==> config.mk <==
export PLATFORM = sky130hd
export DESIGN_NAME = fifomult_rx
export DESIGN_NICKNAME = d
export VERILOG_FILES = /design/src/rtl/fifomult_pkg.sv /design/src/rtl/fifomult_fifo.sv /design/src/rtl/fifomult_rx.sv
export SDC_FILE = /design/constraint.sdc
export NUM_CORES = 1
export LEC_CHECK = 0
export CAP_MARGIN = 30
export CORE_ASPECT_RATIO = 1.2
export CORE_MARGIN = 2
export CORE_UTILIZATION = 65
export CTS_BUF_LIST = sky130_fd_sc_hd__clkbuf_4 sky130_fd_sc_hd__clkbuf_8
export DETAILED_ROUTE_END_ITERATION = 8
export PLACE_DENSITY = 0.83
export SLEW_MARGIN = 30
export SYNTH_ARGS = -nofsm -noshare
export SYNTH_HDL_FRONTEND = slang
export SYNTH_SLANG_ARGS = --single-unit
==> constraint.sdc <==
create_clock -name clk -period 8.2 [get_ports clk]
set_input_delay 1.64 -clock clk [delete_from_list [all_inputs] [get_ports clk]]
set_output_delay 1.64 -clock clk [all_outputs]
set_load 0.01 [all_outputs]
==> src/rtl/fifomult_pkg.sv <==
// fifomult_pkg: shared types and defaults for the fifomult2024 responder.
package fifomult_pkg;

   typedef logic signed [15:0] operand_t;
   typedef logic signed [31:0] product_t;

   typedef struct packed {
      operand_t data;
      logic     perr;
   } entry_t;

   typedef enum logic [1:0] {
      IDLE,
      MULT,
      OUT
   } state_t;

   localparam int unsigned FIFO_DEPTH_DEF   = 8;
   localparam int unsigned MULT_LATENCY_DEF = 2;

   // Parity error of a received word: sender supplies even parity (^data).
   function automatic logic calc_perr(input operand_t data, input logic parity);
      return parity ^ (^data);
   endfunction

endpackage

==> src/rtl/fifomult_fifo.sv <==
// fifomult_fifo: synchronous circular FIFO of entry_t, pushes and pops of
// up to two entries per cycle. Requests beyond the free space (push) or the
// stored entries (pop) are clamped, so the FIFO can never over/underflow.
module fifomult_fifo
   import fifomult_pkg::*;
#(
   parameter int unsigned DEPTH = FIFO_DEPTH_DEF
) (
   input  logic                       clk,
   input  logic                       rst_n,
   input  logic [1:0]                 push_num,
   input  entry_t                     wr_data0,
   input  entry_t                     wr_data1,
   input  logic [1:0]                 pop_num,
   output entry_t                     rd_data0,
   output entry_t                     rd_data1,
   output logic [$clog2(DEPTH+1)-1:0] count,
   output logic                       full,
   output logic                       full_next,
   output logic                       empty
);

   localparam int unsigned AW = $clog2(DEPTH);
   localparam int unsigned CW = $clog2(DEPTH + 1);

   entry_t          mem_q [DEPTH];
   entry_t          mem_d [DEPTH];
   logic [AW-1:0]   wr_ptr_q, wr_ptr_d;
   logic [AW-1:0]   rd_ptr_q, rd_ptr_d;
   logic [CW-1:0]   count_q, count_d;
   logic [CW-1:0]   free_slots;
   logic [1:0]      push_req, pop_req;
   logic [1:0]      push_eff, pop_eff;

   // Clamp requests, update storage, pointers and occupancy.
   always_comb begin
      mem_d      = mem_q;
      free_slots = CW'(DEPTH) - count_q;
      push_req   = push_num[1] ? 2'd2 : {1'b0, push_num[0]};
      pop_req    = pop_num[1]  ? 2'd2 : {1'b0, pop_num[0]};
      push_eff   = (CW'(push_req) > free_slots) ? free_slots[1:0] : push_req;
      pop_eff    = (CW'(pop_req) > count_q)     ? count_q[1:0]    : pop_req;

      if (push_eff != 2'd0) begin
         mem_d[wr_ptr_q] = wr_data0;
      end
      if (push_eff == 2'd2) begin
         mem_d[wr_ptr_q + AW'(1)] = wr_data1;
      end

      // Pointer widths equal log2(DEPTH), so the adds wrap at DEPTH.
      wr_ptr_d = wr_ptr_q + AW'(push_eff);
      rd_ptr_d = rd_ptr_q + AW'(pop_eff);
      count_d  = count_q + CW'(push_eff) - CW'(pop_eff);
   end

   // Pointer and count registers.
   always_ff @(posedge clk) begin
      if (!rst_n) begin
         wr_ptr_q <= '0;
         rd_ptr_q <= '0;
         count_q  <= '0;
      end else begin
         wr_ptr_q <= wr_ptr_d;
         rd_ptr_q <= rd_ptr_d;
         count_q  <= count_d;
      end
   end

   // Storage array; contents are meaningless while count is 0, so no reset.
   always_ff @(posedge clk) begin
      mem_q <= mem_d;
   end

   assign rd_data0  = mem_q[rd_ptr_q];
   assign rd_data1  = mem_q[rd_ptr_q + AW'(1)];
   assign count     = count_q;
   assign full      = (count_q == CW'(DEPTH));
   assign full_next = (count_d == CW'(DEPTH));
   assign empty     = (count_q == '0);

endmodule

==> src/rtl/fifomult_rx.sv <==
// fifomult_rx: fifomult2024 responder. Buffers parity-protected operand
// words, pairs them as A then B, and returns the signed 32-bit product.
// Optional feature macro: FIFOMULT_PARITY_CHECK_EN (input parity checking).
module fifomult_rx
   import fifomult_pkg::*;
#(
   parameter int unsigned FIFO_DEPTH   = FIFO_DEPTH_DEF,
   parameter int unsigned MULT_LATENCY = MULT_LATENCY_DEF
) (
   input  logic               clk,
   input  logic               rst_n,
   input  logic signed [15:0] data_in,
   input  logic               data_in_parity,
   input  logic               data_in_valid,
   output logic               busy_out,
   output logic signed [31:0] data_out,
   output logic               data_out_parity,
   output logic               data_out_valid,
   output logic               data_in_parity_error
);

   localparam int unsigned CW = $clog2(FIFO_DEPTH + 1);
   localparam int unsigned LW = (MULT_LATENCY > 1) ? $clog2(MULT_LATENCY) : 1;

   state_t          state_q, state_d;
   logic [LW-1:0]   lat_cnt_q, lat_cnt_d;
   entry_t          a_q, a_d;
   entry_t          b_q, b_d;
   product_t        dout_q, dout_d;
   logic            dpar_q, dpar_d;
   logic            dvalid_q, dvalid_d;
   logic            perr_out_q, perr_out_d;
   logic            busy_q, busy_d;

   logic            in_perr;
   logic            push;
   logic [1:0]      pop_num;
   entry_t          wr_entry;
   entry_t          rd_data0, rd_data1;
   logic [CW-1:0]   fifo_count;
   logic            fifo_full_next;
   logic            unused_full;
   logic            unused_empty;
   operand_t        a_op, b_op;
   product_t        product;
   logic            pair_err;

`ifdef FIFOMULT_PARITY_CHECK_EN
   assign in_perr = calc_perr(data_in, data_in_parity);
`else
   logic unused_in_parity;
   assign unused_in_parity = data_in_parity;
   assign in_perr          = 1'b0;
`endif

   // Acceptance looks only at the registered busy flag, so a word offered in
   // the same cycle as a pop from a full FIFO is still dropped.
   assign push          = data_in_valid & ~busy_q;
   assign wr_entry.data = data_in;
   assign wr_entry.perr = in_perr;

   fifomult_fifo #(
      .DEPTH (FIFO_DEPTH)
   ) u_fifo (
      .clk       (clk),
      .rst_n     (rst_n),
      .push_num  ({1'b0, push}),
      .wr_data0  (wr_entry),
      .wr_data1  ('0),
      .pop_num   (pop_num),
      .rd_data0  (rd_data0),
      .rd_data1  (rd_data1),
      .count     (fifo_count),
      .full      (unused_full),
      .full_next (fifo_full_next),
      .empty     (unused_empty)
   );

   // Full-precision signed multiply of the held operands.
   assign a_op     = a_q.data;
   assign b_op     = b_q.data;
   assign product  = product_t'(a_op) * product_t'(b_op);
   assign pair_err = a_q.perr | b_q.perr;

   // Core FSM: pop a pair, wait out the multiplier latency, present result.
   always_comb begin
      state_d    = state_q;
      lat_cnt_d  = lat_cnt_q;
      a_d        = a_q;
      b_d        = b_q;
      dout_d     = dout_q;
      dpar_d     = dpar_q;
      dvalid_d   = 1'b0;
      perr_out_d = perr_out_q;
      pop_num    = 2'd0;
      busy_d     = fifo_full_next;

      case (state_q)
         IDLE: begin
            if (fifo_count >= CW'(2)) begin
               pop_num   = 2'd2;
               a_d       = rd_data0;
               b_d       = rd_data1;
               lat_cnt_d = LW'(MULT_LATENCY - 1);
               state_d   = MULT;
            end
         end
         MULT: begin
            if (lat_cnt_q == '0) begin
               state_d = OUT;
            end else begin
               lat_cnt_d = lat_cnt_q - LW'(1);
            end
         end
         OUT: begin
            dvalid_d   = 1'b1;
            dout_d     = pair_err ? '0 : product;
            dpar_d     = ^dout_d;
            perr_out_d = pair_err;
            state_d    = IDLE;
         end
         default: begin
            state_d = IDLE;
         end
      endcase
   end

   // State, operand and output registers.
   always_ff @(posedge clk) begin
      if (!rst_n) begin
         state_q    <= IDLE;
         lat_cnt_q  <= '0;
         a_q        <= '0;
         b_q        <= '0;
         dout_q     <= '0;
         dpar_q     <= 1'b0;
         dvalid_q   <= 1'b0;
         perr_out_q <= 1'b0;
         busy_q     <= 1'b0;
      end else begin
         state_q    <= state_d;
         lat_cnt_q  <= lat_cnt_d;
         a_q        <= a_d;
         b_q        <= b_d;
         dout_q     <= dout_d;
         dpar_q     <= dpar_d;
         dvalid_q   <= dvalid_d;
         perr_out_q <= perr_out_d;
         busy_q     <= busy_d;
      end
   end

   assign busy_out             = busy_q;
   assign data_out             = dout_q;
   assign data_out_parity      = dpar_q;
   assign data_out_valid       = dvalid_q;
   assign data_in_parity_error = perr_out_q;

endmodule
==> impl_metrics.env, run 1 <==
export IMPL_crit_start="a_op[14]$_SDFFE_PN0P_"
export IMPL_slowest_stage="dfxtp_1"
export IMPL_grt_pass1_vias=15000
export IMPL_async_flop_share_pct=0
export IMPL_ys_seq_area_share_pct=22.2
export IMPL_die_h_um=195
export IMPL_dieArea_mm2=0.0317
export IMPL_drt_wl_total_um=44300
export IMPL_yosys_warnings=0
export IMPL_num_rows=69
export IMPL_drc_errors=0
export IMPL_cts_buffers=37
export IMPL_cpMostUsedCell="fa_1"
export IMPL_maxSlewHeadroom_pct=42.1
export IMPL_ys_flop_type="dfxtp_1"
export IMPL_worstPathMaxFanout=17
export IMPL_r2r_start="a_op[14]$_SDFFE_PN0P_"
export IMPL_cts_hold_buf=0
export IMPL_grt_start_max_net_pins=83
export IMPL_ant_nets=0
export IMPL_cts_max_level=2
export IMPL_path_clk_slew_ns=0.06
export IMPL_rsz0062_at_grt="false"
export IMPL_drive_gt1_share_pct=16.8
export IMPL_cts_resized=0
export IMPL_worstSetupEndpointType="flop"
export IMPL_clock_latency_ns=0.57
export IMPL_preCtsSetupSlack_ns=0.274
export IMPL_initial_core_util_pct=66.4
export IMPL_netlist_cell_type_count=53
export IMPL_gr_total_overflow=0
export IMPL_yosys_top_cells_area="fa_1, dfxtp_1, mux4_2"
export IMPL_grt_first_pass_wirelength_um=73300
export IMPL_crit_family="adder cells"
export IMPL_coreArea_mm2=0.0297
export IMPL_final_min_clock_period_ns=7.85
export IMPL_synth_edf_count=0
export IMPL_post_drt_wl_per_cell_um=19.0
export IMPL_fin_ws_ns=0.349
export IMPL_antenna_found_initial=0
export IMPL_dr_pass1_iters=5
export IMPL_drtIter0Drc=783
export IMPL_min_period_over_period_pct=95.7
export IMPL_root_buffer="clkbuf_8"
export IMPL_viasPerCell=5.81
export IMPL_required_ns=8.60
export IMPL_status="complete, no violations"
export IMPL_cp_data_arrival_time_ns=8.25
export IMPL_nets=2292
export IMPL_syn_inst=1874
export IMPL_cts_tree="built"
export IMPL_syn_avg_cell_area_um2=10.5
export IMPL_path_class="reg -> reg"
export IMPL_synth_top_cell_area_share_pct=27.0
export IMPL_syn2layout_area_growth_pct=9.72
export IMPL_tightest_slew_ns=0.866
export IMPL_hold_viol=0
export IMPL_setup_tns_ns=0
export IMPL_diodes=0
export IMPL_slowest_delay_ns=0.75
export IMPL_cp_start_kind="flop"
export IMPL_pin_count=56
export IMPL_clockBufferDepth=3
export IMPL_slew_violations=0
export IMPL_max_cap_viol_count=0
export IMPL_fmax_mhz=127
export IMPL_synth_seq_cells=219
export IMPL_grt_usage_pct=29.1
export IMPL_synth_largest_area_cell="fa_1"
export IMPL_setup_viol=0
export IMPL_hpwlAfterDp_um=33500
export IMPL_post_cts_buffers=0
export IMPL_path_cells="nand2_1, fa_1, fa_1, fa_1, inv_1, fa_1, fa_1, inv_1, fa_1, inv_1, ha_1, a21oi_1, nor2b_1, a31oi_1, o31ai_1, xnor2_1, xnor2_1, xnor2_1, xnor3_1, xnor2_1, nand2_1, xnor2_1, a21oi_1"
export IMPL_path_buf_inv=3
export IMPL_hold_start="data_out[28]$_SDFFE_PN0P_"
export IMPL_fill_cells=2018
export IMPL_die_w_um=163
export IMPL_cts_sinks=219
export IMPL_num_vias=13500
export IMPL_clock_skew_ns=0.0365
export IMPL_hp_class="reg -> reg"
export IMPL_gp_congestion=0.880
export IMPL_port_buffers=54
export IMPL_netlist_area_mm2=0.0197
## cells by family after synthesis
| logic type | count (synthesis) | share of synthesized area (%) |
|---|---|---|
| AO/OA/AOI/OAI | 160 | 5.85 |
| XOR/XNOR | 68 | 3.41 |
| adder cells (fa/ha/maj) | 360 | 33.0 |
| buffers and inverters | 395 | 7.55 |
| flip-flops | 219 | 22.2 |
| multiplexers | 231 | 16.9 |
| other | 1 | 0.0190 |
| AND/OR/NAND/NOR | 440 | 11.1 |
## state kept, by name, summed over array words and instances, names as in the netlist
name	count
a_op	16
a_q	1
b_op	16
b_q	1
busy_out	1
data_in_parity_error	1
data_out	32
data_out_parity	1
data_out_valid	1
lat_cnt_q	1
state_q	2
u_fifo.count	4
u_fifo.mem_q	136
u_fifo.rd_ptr_q	3
u_fifo.wr_ptr_q	3
## layer usage
layer / share of wire [%] / routed length, µm / vias to the layer above / GRT usage [%]
met5: 0 / 0 / - / 0
met4: 4.3 / 1920 / 0 / 11.9
met3: 6.2 / 2760 / 155 / 5.23
met2: 51 / 22500 / 448 / 51.1
met1: 39 / 17100 / 6814 / 35.2
li1: - / - / 6112 / -
## metrics by stage
step           cell area (µm²)  instances  hold slack [ns]  util, %
2_1_floorplan            19700       1877            0.425        -
3_3_place_gp             20700       2262            0.451     69.6
3_5_place_dp             20700       2263            0.462     69.7
4_1_cts                  21600       2329            0.469     72.8
5_1_grt                  21600       2329            0.485     72.8
6_report                 21600       2329            0.464     72.8
## final cells by class
type | instances | area, µm² | share of cell area [%]
multi-input cells | 1263 | 13900 | 64.3
flip-flops and latches | 219 | 4390 | 20.3
inverters | 301 | 1130 | 5.22
repair buffers | 90 | 813 | 3.76
clock buffers | 58 | 748 | 3.46
well taps | 390 | 488 | 2.26
clock inverters | 8 | 153 | 0.706
## layout by cell type, fill, tap and decap left out, types with 3 or more instances in the layout
cell | synthesis | final
o21bai_1 | 4 | 4
a21o_1 | 7 | 7
ha_1 | 94 | 93
nand2b_1 | 8 | 8
nand2_1 | 190 | 189
a22oi_1 | 20 | 20
bufinv_16 | 0 | 4
clkbuf_8 | 0 | 50
nor3_1 | 8 | 6
fa_1 | 266 | 265
o21ai_0 | 24 | 24
buf_4 | 0 | 35
a32oi_1 | 3 | 3
dfxtp_1 | 219 | 213
o211ai_1 | 4 | 4
inv_1 | 301 | 301
a21oi_1 | 37 | 37
nor2_1 | 35 | 34
mux4_2 | 68 | 68
and3_1 | 5 | 4
conb_1 | 1 | 4
nor2b_1 | 39 | 39
xnor2_1 | 44 | 44
a21boi_0 | 3 | 3
nand3_1 | 5 | 4
xor2_1 | 18 | 17
dfxtp_2 | 0 | 5
mux2i_1 | 35 | 35
o211a_1 | 34 | 34
a31oi_1 | 10 | 10
clkdlybuf4s50_1 | 0 | 53
xnor3_1 | 5 | 5
clkbuf_4 | 0 | 8
and2_1 | 137 | 136
mux2_2 | 128 | 128
## cells in the mapped netlist, types with 7 or more instances
library cell / instances
buf_1: 9
o21ai_0: 24
ha_1: 94
nor3_1: 8
nor2b_1: 39
mux4_2: 68
mux2i_1: 35
nor2_1: 35
o211a_1: 34
and2_1: 137
nand2_1: 190
clkbuf_1: 81
nand2b_1: 8
mux2_2: 128
fa_1: 266
xor2_1: 18
a22oi_1: 20
inv_1: 301
a31oi_1: 10
a21o_1: 7
dfxtp_1: 219
xnor2_1: 44
a21oi_1: 37
## worst paths after layout
check	slack, ns	end	cells after the start
hold / removal	0.46	data_out[28]$_SDFFE_PN0P_	2
hold reg to reg	0.46	data_out[28]$_SDFFE_PN0P_	2
setup reg to reg	0.35	data_out_parity$_SDFFE_PN0P_	23
setup / recovery	0.35	data_out_parity$_SDFFE_PN0P_	23
## worst register-to-register path: cells and delay by family (launching register included)
kind,cells,cell delay [ns]
AND/OR/NAND/NOR,3,0.56
XOR/XNOR,6,1.75
flip-flops,1,0.75
AO/OA/AOI/OAI,4,1.06
adder cells (fa/ha/maj),7,3.42
buffers and inverters,3,0.15
Power of run 1 is left out: the tool's default activity adds up to more than one toggle a clock period on the data nets, which glitch-free logic cannot reach.
==> run 2, diff against run 1 <==
--- a/config.mk
+++ b/config.mk
@@ -12,6 +12,7 @@
 export CTS_BUF_LIST = sky130_fd_sc_hd__clkbuf_4 sky130_fd_sc_hd__clkbuf_8
 export DETAILED_ROUTE_END_ITERATION = 8
 export PLACE_DENSITY = 0.83
+export RECOVER_POWER = 100
 export SLEW_MARGIN = 30
 export SYNTH_ARGS = -nofsm -noshare
 export SYNTH_HDL_FRONTEND = slang
==> run 2 against run 1 <==
The run now ends with max-capacitance violations, max-slew violations left; routed wire length is essentially flat; utilization shrank 0.20 points; clock skew is essentially flat; sequential share of layout area grew 0.057 points; global-route usage is the same; non-clock buffer count is the same; first-iteration DRC count shrank 7.7%; setup slack gained 0.0049 ns; clock-buffer cell count is the same; critical path type unchanged.
==> impl_metrics.env, run 2 (synthesis results as in run 1) <==
export IMPL_largest_reg_flops=136
export IMPL_post_cts_buffers=0
export IMPL_setup_tns_ns=0
export IMPL_slew_violations=154
export IMPL_clockBufferDepth=3
export IMPL_ant_nets=0
export IMPL_drtIter0Drc=723
export IMPL_regMostFlops="u_fifo.mem_q"
export IMPL_fmax_mhz=127
export IMPL_cts_buffers=37
export IMPL_post_drt_wl_per_cell_um=19.0
export IMPL_port_buffers=54
export IMPL_holdPathStages=2
export IMPL_dieArea_mm2=0.0317
export IMPL_die_h_um=195
export IMPL_nets=2292
export IMPL_cp_start_kind="flop"
export IMPL_grt_start_max_net_pins=83
export IMPL_placed_cell_area_mm2=0.0207
export IMPL_drc_errors=0
export IMPL_coreArea_mm2=0.0297
export IMPL_path_cells="nand2_1, fa_1, fa_1, fa_1, inv_1, fa_1, fa_1, inv_1, fa_1, inv_1, ha_1, a21oi_1, nor2b_1, a31oi_1, o31ai_1, xnor2_1, xnor2_1, xnor2_1, xnor3_1, xnor2_1, nand2_1, xnor2_1, a21oi_1"
export IMPL_cts_hold_buf=0
export IMPL_die_w_um=163
export IMPL_grt_pass1_vias=15000
export IMPL_final_min_clock_period_ns=7.85
export IMPL_num_vias=13600
export IMPL_hold_end="data_out[28]$_SDFFE_PN0P_"
export IMPL_grt_usage_pct=29.1
export IMPL_min_period_over_period_pct=95.7
export IMPL_drive_gt1_share_pct=15.8
export IMPL_rr_worst_depth=23
export IMPL_hp_class="reg -> reg"
export IMPL_grt_first_pass_wirelength_um=73300
export IMPL_preCtsSetupSlack_ns=0.274
export IMPL_antenna_found_initial=0
export IMPL_clock_skew_ns=0.0364
export IMPL_hold_slack_ns=0.464
export IMPL_hold_start="data_out[28]$_SDFFE_PN0P_"
export IMPL_initial_core_util_pct=66.4
export IMPL_fill_cells=2036
export IMPL_hpwlAfterDp_um=33500
export IMPL_hold_viol=0
export IMPL_worstSetupEndpointType="flop"
export IMPL_cpMostUsedCell="fa_1"
export IMPL_cts_max_level=2
export IMPL_r2r_end="data_out_parity$_SDFFE_PN0P_"
export IMPL_final_common_cell="inv_1"
export IMPL_cp_data_arrival_time_ns=8.24
export IMPL_viasPerCell=5.83
export IMPL_fin_ws_ns=0.354
export IMPL_r2r_start="a_op[14]$_SDFFE_PN0P_"
export IMPL_path_class="reg -> reg"
export IMPL_slowest_stage="dfxtp_1"
export IMPL_path_clk_slew_ns=0.06
export IMPL_worstPathMaxFanout=17
export IMPL_setup_viol=0
export IMPL_cts_tree="built"
export IMPL_ff2ff_setup_slack_ns=0.35
export IMPL_path_buf_inv=3
export IMPL_cts_sinks=219
export IMPL_gr_total_overflow=0
export IMPL_gp_congestion=0.880
export IMPL_pin_count=56
export IMPL_slowest_delay_ns=0.75
export IMPL_clock_latency_ns=0.57
export IMPL_status="finished with violations"
export IMPL_max_cap_viol_count=2
export IMPL_root_buffer="clkbuf_8"
export IMPL_mostFrequentLayoutCells="inv_1, fa_1, dfxtp_1"
export IMPL_tightest_slew_ns=3.06
export IMPL_violations="max-capacitance violations, max-slew violations"
export IMPL_drt_wl_total_um=44300
export IMPL_cts_resized=0
export IMPL_crit_family="adder cells"
export IMPL_dr_pass1_iters=5
export IMPL_design_area_mm2=0.0216
export IMPL_num_rows=69
export IMPL_maxSlewHeadroom_pct=-104
export IMPL_rsz0062_at_grt="false"
export IMPL_required_ns=8.60
export IMPL_syn2layout_area_growth_pct=9.41
run 2: cell count changes in the layout (fill, tap and decap cells not counted), sizes merged:
| cell | change |
|---|---|
| clkdlybuf4s50 | -37 |
| dlygate4sd3 | +37 |
| clkbuf | +7 |
| buf | -7 |
| diode | +1 |
run 2: how the worst max path moves through the flow:
stage,slack [ns],endpoint,depth (start not counted),from
5_1_grt,0.03,data_out_parity$_SDFFE_PN0P_,26,a_op[4]$_SDFFE_PN0P_
3_3_place_gp,0.48,data_out_parity$_SDFFE_PN0P_,23,b_op[4]$_SDFFE_PN0P_
4_1_cts,0.26,data_out_parity$_SDFFE_PN0P_,24,b_op[4]$_SDFFE_PN0P_
2_1_floorplan,1.36,data_out_parity$_SDFFE_PN0P_,23,a_op[15]$_SDFFE_PN0P_
3_5_place_dp,0.27,data_out_parity$_SDFFE_PN0P_,24,b_op[4]$_SDFFE_PN0P_
6_report,0.35,data_out_parity$_SDFFE_PN0P_,23,a_op[14]$_SDFFE_PN0P_
run 2: tightest hold or removal path: stages, from the launching register on:
cell and delay [ns]:
dfxtp_1 0.30, nand2_1 0.04, a21boi_0 0.06
run 2: layout make-up:
cell class	count	area, µm²	share of cell area, %
Clock buffer	58	748	3.47
Tap cell	390	488	2.26
Inverter	301	1130	5.24
Clock inverter	8	153	0.708
Antenna cell	1	2.50	0.0116
Multi-Input combinational cell	1263	13900	64.3
Sequential cell	219	4390	20.4
Timing Repair Buffer	90	779	3.61
run 2: per-stage QoR:
stage          std cells  utilization [%]
2_1_floorplan       1877                -
3_3_place_gp        2262             69.6
3_5_place_dp        2263             69.7
4_1_cts             2329             72.8
5_1_grt             2329             72.6
6_report            2330             72.6
run 2: layer usage:
metal / GRT usage [%] / vias to the layer above / wire, µm
met5: 0 / - / 0
met4: 11.9 / 0 / 1740
met3: 5.23 / 142 / 2710
met2: 51.1 / 497 / 22700
met1: 35.2 / 6827 / 17200
li1: - / 6108 / -
Power of run 2 is left out for the same reason.
==> run 3, diff against run 2 <==
--- a/config.mk
+++ b/config.mk
@@ -7,12 +7,11 @@
 export LEC_CHECK = 0
 export CAP_MARGIN = 30
 export CORE_ASPECT_RATIO = 1.2
-export CORE_MARGIN = 2
-export CORE_UTILIZATION = 65
+export CORE_UTILIZATION = 60
 export CTS_BUF_LIST = sky130_fd_sc_hd__clkbuf_4 sky130_fd_sc_hd__clkbuf_8
 export DETAILED_ROUTE_END_ITERATION = 8
-export PLACE_DENSITY = 0.83
-export RECOVER_POWER = 100
+export PLACE_DENSITY = 0.78
+export RECOVER_POWER = 25
 export SLEW_MARGIN = 30
 export SYNTH_ARGS = -nofsm -noshare
 export SYNTH_HDL_FRONTEND = slang
==> run 3 against run 2 <==
The flow still finishes with violations (max-capacitance violations, max-slew violations); critical path depth up 3; global-route usage down 2.5 points; clock skew down 0.0027 ns; utilization down 6.0 points; die area up 5.8%; via count down 1.9%; maximum frequency down 1.3%; routed wire length down 4.6%; critical path type unchanged; flip-flop and latch count unchanged; worst hold slack better by 0.0027 ns.
==> impl_metrics.env, run 3 (synthesis results as in run 1) <==
export IMPL_grt_met3_usage_pct=3.69
export IMPL_mostFrequentLayoutCells="inv_1, fa_1, dfxtp_1"
export IMPL_maxSlewHeadroom_pct=-110
export IMPL_gp_congestion=0.907
export IMPL_fmax_mhz=126
export IMPL_nets=2285
export IMPL_instances_no_fill=2334
export IMPL_final_common_cell="inv_1"
export IMPL_path_buf_inv=5
export IMPL_drtIter0Drc=530
export IMPL_min_period_over_period_pct=96.9
export IMPL_ant_nets=0
export IMPL_setup_viol=0
export IMPL_initial_core_util_pct=61.1
export IMPL_drt_wl_total_um=42300
export IMPL_hpwlAfterDp_um=32500
export IMPL_required_ns=8.60
export IMPL_design_area_mm2=0.0215
export IMPL_clock_skew_ns=0.0337
export IMPL_pin_count=56
export IMPL_dr_pass1_iters=7
export IMPL_rsz0062_at_grt="false"
export IMPL_drc_errors=0
export IMPL_path_class="reg -> reg"
export IMPL_final_min_clock_period_ns=7.95
export IMPL_cts_max_level=2
export IMPL_viasPerCell=5.70
export IMPL_syn2layout_area_growth_pct=8.98
export IMPL_drive_gt1_share_pct=15.9
export IMPL_hp_class="reg -> reg"
export IMPL_root_buffer="clkbuf_8"
export IMPL_slowest_stage="dfxtp_1"
export IMPL_tightest_slew_ns=3.15
export IMPL_cts_buffers=36
export IMPL_status="finished with violations"
export IMPL_num_rows=72
export IMPL_post_drt_wl_per_cell_um=18.1
export IMPL_antenna_found_initial=0
export IMPL_dp_cells=2273
export IMPL_crit_family="adder cells"
export IMPL_dieArea_mm2=0.0336
export IMPL_cp_start_kind="flop"
export IMPL_cts_sinks=219
export IMPL_grt_start_max_net_pins=83
export IMPL_largest_reg_flops=136
export IMPL_port_buffers=54
export IMPL_clock_latency_ns=0.56
export IMPL_grt_pass1_vias=14300
export IMPL_violations="max-capacitance violations, max-slew violations"
export IMPL_gr_total_overflow=0
export IMPL_grt_first_pass_wirelength_um=71300
export IMPL_max_cap_viol_count=1
export IMPL_grt_use_met1_pct=33.2
export IMPL_diodes=0
export IMPL_cp_data_arrival_time_ns=8.35
export IMPL_slew_violations=83
export IMPL_cpMostUsedCell="fa_1"
export IMPL_grt_usage_pct=26.6
export IMPL_cts_tree="built"
export IMPL_coreArea_mm2=0.0323
export IMPL_regMostFlops="u_fifo.mem_q"
export IMPL_worstSetupEndpointType="flop"
export IMPL_die_h_um=201
export IMPL_num_vias=13300
export IMPL_setup_tns_ns=0
export IMPL_slowest_delay_ns=0.63
export IMPL_hold_viol=0
export IMPL_fill_cells=2448
export IMPL_placed_cell_area_mm2=0.0207
export IMPL_grt_use_met2_pct=46.9
export IMPL_die_w_um=167
export IMPL_path_clk_slew_ns=0.06
export IMPL_grt_busiest_layer="met2"
export IMPL_post_cts_buffers=0
export IMPL_clockBufferDepth=3
export IMPL_worstPathMaxFanout=12
==> run 3: tightest hold or removal path, stage by stage (launching register included) <==
cell	delay, ns
dfxtp_1	0.31
nand2_1	0.04
a21boi_0	0.06
==> run 3: per-stage QoR <==
step                      worst slack, ns  utilization, %  hold WS [ns]
after floorplan                      1.36               -         0.425
after global placement              0.477            64.1         0.445
after detailed placement            0.407            64.1         0.459
after CTS                           0.360            66.6         0.462
after global routing              0.00180            66.6         0.498
final                               0.252            66.6         0.467
==> run 3: metal layers <==
| metal | up-vias | wire length (µm) | part of all wire (%) |
|---|---|---|---|
| li1 | 6092 | - | - |
| met1 | 6787 | 17600 | 42 |
| met2 | 342 | 21200 | 50 |
| met3 | 93 | 2090 | 5.0 |
| met4 | 0 | 1360 | 3.2 |
| met5 | - | 0 | 0 |
==> run 3: cell type report <==
class | instances | area (µm²) | area share (%)
multi-input combinational | 1263 | 13900 | 64.7
sequential | 219 | 4390 | 20.4
timing repair buffer | 84 | 772 | 3.59
clock buffer | 51 | 652 | 3.04
inverter | 301 | 1130 | 5.26
tap | 407 | 509 | 2.37
clock inverter | 9 | 133 | 0.617
==> run 3: what timing repair did <==
action / CTS / global route
hold endpoints to repair: 0 / 0
resized for setup: 0 / 1
endpoints found under the setup margin: 0 / 1
hold buffers: 0 / 0
==> run 3: worst paths after layout <==
kind                             startpoint                           end  slack (ns)  depth (start not counted)
hold / removal    data_out[18]$_SDFFE_PN0P_     data_out[18]$_SDFFE_PN0P_        0.47                          2
setup reg to reg       b_op[1]$_SDFFE_PN0P_  data_out_parity$_SDFFE_PN0P_        0.25                         26
setup / recovery       b_op[1]$_SDFFE_PN0P_  data_out_parity$_SDFFE_PN0P_        0.25                         26
hold reg to reg   data_out[18]$_SDFFE_PN0P_     data_out[18]$_SDFFE_PN0P_        0.47                          2
Power of run 3 is left out for the same reason.
